## src/rtl/pc_fetch_ctrl.sv

```systemverilog
// Fetch sequencer for the RV32 front end: owns the PC, runs one outstanding
// request/grant/response fetch at a time, and applies execute redirects.
module pc_fetch_ctrl #(
  parameter int                   D_WIDTH  = 32,
  parameter logic [D_WIDTH-1:0]   RESET_PC = '0
) (
  input  logic               clk,
  input  logic               rst,
  input  logic               PCsrc,
  input  logic [D_WIDTH-1:0] branch_PC,
  input  logic               stall,
  output logic               imem_req,
  output logic [D_WIDTH-1:0] imem_addr,
  input  logic               imem_gnt,
  input  logic               imem_rvalid,
  input  logic [31:0]        imem_rdata,
  output logic               if_valid,
  output logic [D_WIDTH-1:0] if_pc,
  output logic [31:0]        if_instr,
  output logic               misalign_err,
  output logic [1:0]         dbg_state
);

  typedef enum logic [1:0] {
    ST_BOOT = 2'd0,
    ST_REQ  = 2'd1,
    ST_WAIT = 2'd2,
    ST_HOLD = 2'd3
  } state_t;

  state_t               r_state;
  logic [D_WIDTH-1:0]   r_pc;
  logic [D_WIDTH-1:0]   r_fetch_pc;
  logic                 r_kill;
  logic                 r_if_valid;
  logic [D_WIDTH-1:0]   r_if_pc;
  logic [31:0]          r_if_instr;
  logic                 r_misalign;

  state_t               w_state_nxt;
  logic [D_WIDTH-1:0]   w_pc_nxt;
  logic [D_WIDTH-1:0]   w_fetch_pc_nxt;
  logic                 w_kill_nxt;
  logic                 w_if_valid_nxt;
  logic [D_WIDTH-1:0]   w_if_pc_nxt;
  logic [31:0]          w_if_instr_nxt;
  logic                 w_misalign_nxt;
  logic [D_WIDTH-1:0]   w_target;

  // Handshake: a fetch is accepted on a cycle where imem_req && imem_gnt;
  // exactly one imem_rvalid follows it, no earlier than the next cycle.
  // imem_req comes from registered state only, so it never depends on gnt/rvalid.
  assign imem_req     = (r_state == ST_REQ);
  assign imem_addr    = r_pc;
  assign if_valid     = r_if_valid;
  assign if_pc        = r_if_pc;
  assign if_instr     = r_if_instr;
  assign misalign_err = r_misalign;
  assign dbg_state    = r_state;

  assign w_target = {branch_PC[D_WIDTH-1:2], 2'b00};

  always_comb begin
    w_state_nxt    = r_state;
    w_pc_nxt       = r_pc;
    w_fetch_pc_nxt = r_fetch_pc;
    w_kill_nxt     = r_kill;
    w_if_valid_nxt = r_if_valid;
    w_if_pc_nxt    = r_if_pc;
    w_if_instr_nxt = r_if_instr;
    w_misalign_nxt = r_misalign;

    if (PCsrc) begin
      w_pc_nxt       = w_target;
      w_misalign_nxt = r_misalign | (branch_PC[1:0] != 2'b00);
      w_if_valid_nxt = 1'b0;
      w_kill_nxt     = 1'b0;
      w_state_nxt    = ST_REQ;
      case (r_state)
        // A grant in the redirect cycle launches a fetch that is already stale.
        ST_REQ: begin
          if (imem_gnt) begin
            w_kill_nxt  = 1'b1;
            w_state_nxt = ST_WAIT;
          end
        end
        ST_WAIT: begin
          if (!imem_rvalid) begin
            w_kill_nxt  = 1'b1;
            w_state_nxt = ST_WAIT;
          end
        end
        default: ;
      endcase
    end else begin
      case (r_state)
        ST_BOOT: begin
          w_state_nxt = ST_REQ;
        end
        ST_REQ: begin
          if (imem_gnt) begin
            w_fetch_pc_nxt = r_pc;
            w_pc_nxt       = r_pc + D_WIDTH'(4);
            w_state_nxt    = ST_WAIT;
          end
        end
        ST_WAIT: begin
          if (imem_rvalid) begin
            if (r_kill) begin
              w_kill_nxt  = 1'b0;
              w_state_nxt = ST_REQ;
            end else begin
              w_if_instr_nxt = imem_rdata;
              w_if_pc_nxt    = r_fetch_pc;
              w_if_valid_nxt = 1'b1;
              w_state_nxt    = ST_HOLD;
            end
          end
        end
        ST_HOLD: begin
          if (!stall) begin
            w_if_valid_nxt = 1'b0;
            w_state_nxt    = ST_REQ;
          end
        end
        default: begin
          w_state_nxt = ST_BOOT;
        end
      endcase
    end
  end

  always_ff @(posedge clk) begin
    if (!rst) begin
      r_state    <= ST_BOOT;
      r_pc       <= RESET_PC;
      r_fetch_pc <= '0;
      r_kill     <= 1'b0;
      r_if_valid <= 1'b0;
      r_if_pc    <= '0;
      r_if_instr <= '0;
      r_misalign <= 1'b0;
    end else begin
      r_state    <= w_state_nxt;
      r_pc       <= w_pc_nxt;
      r_fetch_pc <= w_fetch_pc_nxt;
      r_kill     <= w_kill_nxt;
      r_if_valid <= w_if_valid_nxt;
      r_if_pc    <= w_if_pc_nxt;
      r_if_instr <= w_if_instr_nxt;
      r_misalign <= w_misalign_nxt;
    end
  end

endmodule

```

## config.mk

```make
export PLATFORM = sky130hd
export DESIGN_NAME = pc_fetch_ctrl
export DESIGN_NICKNAME = d
export VERILOG_FILES = /design/src/rtl/pc_fetch_ctrl.sv
export SDC_FILE = /design/constraint.sdc
export NUM_CORES = 1
export LEC_CHECK = 0
export CAP_MARGIN = 30
export CORE_MARGIN = 5
export CORE_UTILIZATION = 42
export CTS_BUF_LIST = sky130_fd_sc_hd__clkbuf_8 sky130_fd_sc_hd__clkbuf_16
export DETAILED_ROUTE_END_ITERATION = 8
export PLACE_DENSITY = 0.76
export SYNTH_ARGS = -nofsm -noshare
export SYNTH_HDL_FRONTEND = slang
export SYNTH_SLANG_ARGS = --single-unit
```

## constraint.sdc

```tcl
create_clock -name clk -period 1.9 [get_ports clk]
set_input_delay 0.38 -clock clk [delete_from_list [all_inputs] [get_ports clk]]
set_output_delay 0.38 -clock clk [all_outputs]
set_load 0.01 [all_outputs]
```

==> impl_metrics.yaml <==
outcome:
  status: "finished clean"
detailed_routing:
  vias: 5505
  ant_nets: 0
  drc_errors: 0
  drt_iter0_drc: 355
  drt-total-wl_mm: 17.3
  first_pass_iters: 4
  via_per_inst: 5.23
  wl_per_cell_um: 16.4
logic_synthesis:
  synthArstFlopShare_pct: 0
  synth.area.top_cells: "dfxtp_1 (46%), nand2_1 (14%), a21boi_0 (13%), clkbuf_1 (2.6%), o21ai_0 (2.2%)"
  ys.flop_type: "dfxtp_1"
  yosys.area.top_type: "dfxtp_1"
  syn-instance-count: 668
  syn-cell-area_um2: 5530
  synth_cell_types: 52
  synth_seq_cells: 127
  avgSynthCellArea_um2: 8.27
  ys_seq_area_share_pct: 46.0
  synth_edf_count: 0
  yosysWarningCount: 0
  synth_top_area_share_pct: 46.0
sta:
  slew_viol_final: 0
  final-hold-violation-count: 0
  fin_tns_setup_ns: 0
  worst_pin_slew_ns: 0.513
  slew_headroom_pct: 65.5
  fmax_mhz: 534
  setup_slack_ns: 0.0277
  fin_crit_sh_pct: 98.5
  period_minus_slack_ns: 1.87
  setup_viol: 0
  finClkSkew_ns: 0.00623
  rsz0062_at_grt: "true"
placement:
  placed_area_um2: 7680
  gp_congestion: 0.902
  dpl.cell_count: 1016
  dp_worst_setup_slack_ns: -0.281
  port-buffer-count: 166
  dp_hpwl_mm: 12.1
worst_setup_path:
  cp_max_fo: 31
  critPathRequiredTime_ns: 2.19
  cp_cell_sequence: "buf_4, inv_1, ha_2, nand2_1, or3_2, clkbuf_16, nand2_1, a21boi_0"
  cp-start-kind: "flip-flop"
  slowest_delay_ns: 0.50
  arrival_ns: 2.17
  end_kind: "flip-flop"
  crit_slowest_cell: "or3_2"
  cp_common_cell: "nand2_1"
  setup.worst_path.class: "flip-flop to flip-flop"
die:
  die_area_um2: 15500
  pin_count: 171
  fp.coreArea_um2: 13100
  initial_utilization_pct: 42.2
  rows: 42
  die_w_um: 125
  die_h_um: 125
final_layout:
  syn_to_final_growth_pct: 51.1
  diodes: 0
  drive_gt1_share_pct: 13.2
  regArea_um2: 2550
  finalInstanceArea_um2: 8350
  final_core_util_pct: 63.8
  nets: 939
  multi_input_area_um2: 2780
  fill_cells: 1109
  layout.cells.non_filler: 1053
global_routing:
  grt-ovfl-total: 0
  track_usage_pct: 21.1
  grt_antenna_before_repair: 0
  grt_start_max_net_pins: 63
  grt_pass1_vias: 5452
  grt_pass1_wl_mm: 26.9
clock_network:
  htreeDepth: 4
  cts.sinks: 127
  cts_tree: "done"
  cts_made_buffers: 17
  clockBufferDepth: 2
  path_clk_slew_ns: 0.06
  clockRootBuffer: "clkbuf_16"
  clk_latency_ns: 0.41
worst_hold_path:
  hold_class: "primary input to flip-flop"
power_and_ir_drop:
  p_leak_uw: 0.00304
  peakVddDrop_uv: 632
  powerDensity_nw_per_um2: 799
job:
  max_cap_violations: 0
-- cells by family after synthesis --
| family | Yosys count | synth area share (%) |
|---|---|---|
| AOI/OAI and AO/OA | 162 | 21.3 |
| adders and majority gates | 5 | 1.13 |
| other | 1 | 0.0679 |
| xor gates and xnor gates | 11 | 1.74 |
| muxes | 2 | 0.362 |
| and+or+nand+nor | 303 | 24.9 |
| buffers and inverters | 57 | 4.55 |
| DFF | 127 | 46.0 |
-- report_power, final --
part	switching, uW	internal [uW]	total (uW)
registers	62.6	2750	2810
logic	410	469	878
clock network	1150	1830	2980
total	1620	5050	6670
-- worst max-delay path: cells and delay by family (launching register included) --
family	cells	cell delay, ns
AOI/OAI and AO/OA	1	0.08
adders and majority gates	1	0.21
buffers and inverters	3	0.46
DFF	1	0.31
and+or+nand+nor	3	0.68
-- per-stage QoR --
step / total power [uW] / hold slack [ns]
3_3_place_gp: 3700 / 0.449
4_1_cts: 6700 / 0.396
6_report: 6670 / 0.433
2_1_floorplan: 3230 / 0.441
3_5_place_dp: 3720 / 0.455
5_1_grt: 6930 / 0.426
-- area by class of cell --
cell class / instances / share of cell area [%]
inverters: 6 / 0.270
clock inverters: 10 / 0.765
repair buffers: 225 / 26.5
clock buffers: 22 / 5.92
multi-input cells: 487 / 33.3
well taps: 176 / 2.64
flip-flops and latches: 127 / 30.6
-- layer usage --
metal	GRT usage (%)	part of all wire, %	vias to the layer above
met1	26.5	43	2584
met2	34.8	49	200
met5	0	0	-
li1	-	-	2688
met4	8.58	2.4	0
met3	5.06	5.7	33
-- synth_stat cells (2+ instances only) --
cell / number
buf_2: 4
and4_1: 4
nor2_1: 12
dfxtp_1: 127
o311a_1: 2
a211oi_1: 3
o31ai_1: 2
a31oi_1: 5
buf_4: 4
o21a_1: 3
or4_1: 5
xor2_1: 4
nor4b_1: 2
a311oi_1: 2
o21ai_0: 24
nand4_1: 10
or3_1: 5
ha_1: 5
a32oi_1: 4
nand2_1: 201
inv_1: 6
clkbuf_1: 38
o211a_1: 7
nand3_1: 19
nor2b_1: 4
nand2b_1: 8
a21boi_0: 93
a31o_2: 2
and2_1: 2
xnor2_1: 7
and3_1: 9
clkbuf_2: 2
a21oi_1: 8
nor4_1: 4
mux2i_1: 2
and4_2: 3
nor3_1: 9
nor3b_1: 2
buf_6: 2
-- state kept, by name (all words and copies together) (netlist names) --
register and flops:
imem_addr 30, dbg_state 2, r_kill 1, if_valid 1, misalign_err 1, if_pc 30
if_instr 32, r_fetch_pc 30
-- path summary, 6_finish.rpt --
path,from,to,slack (ns),cells after the start
worst min register to register,if_pc[7],if_pc[7],0.45,2
worst min-delay path,rst,dbg_state[1],0.43,2
worst max-delay path,dbg_state[0],if_instr[9],0.03,8
worst max register to register,dbg_state[0],if_instr[9],0.03,8
-- layout by cell type (no fill, tap or decap), types with 3 or more instances in the layout --
cell / instances
nand4_1: 10
nor2_1: 11
clkbuf_8: 5
and4_1: 4
clkinv_4: 3
a21oi_1: 8
a21boi_1: 4
clkbuf_16: 19
conb_1: 4
nor2b_1: 4
o211a_1: 7
or4_1: 4
dlymetal6s2s_1: 3
inv_1: 8
or3_1: 4
a21boi_0: 89
dfxtp_1: 119
and4_2: 3
xor2_1: 4
nor4_1: 3
and3_1: 8
clkinv_2: 3
clkdlybuf4s50_1: 161
nand3_1: 19
xnor2_1: 7
a32oi_1: 4
buf_4: 52
o21ai_0: 24
nor3_1: 8
buf_12: 5
a211oi_1: 3
a31oi_1: 5
o21a_1: 3
nand2b_1: 8
dfxtp_2: 8
nand2_1: 201
ha_1: 3
-- what timing repair did --
item | 4_1_cts | 5_1_grt
gates cloned | 0 | 3
hold buffers | 0 | 0
setup endpoints to repair | 5 | 69
gates resized for setup | 6 | 15
hold endpoints to repair | 0 | 0
buffers inserted | 0 | 2
pin swaps | 0 | 1
No activity file was read; power rests on OpenSTA's default activity.
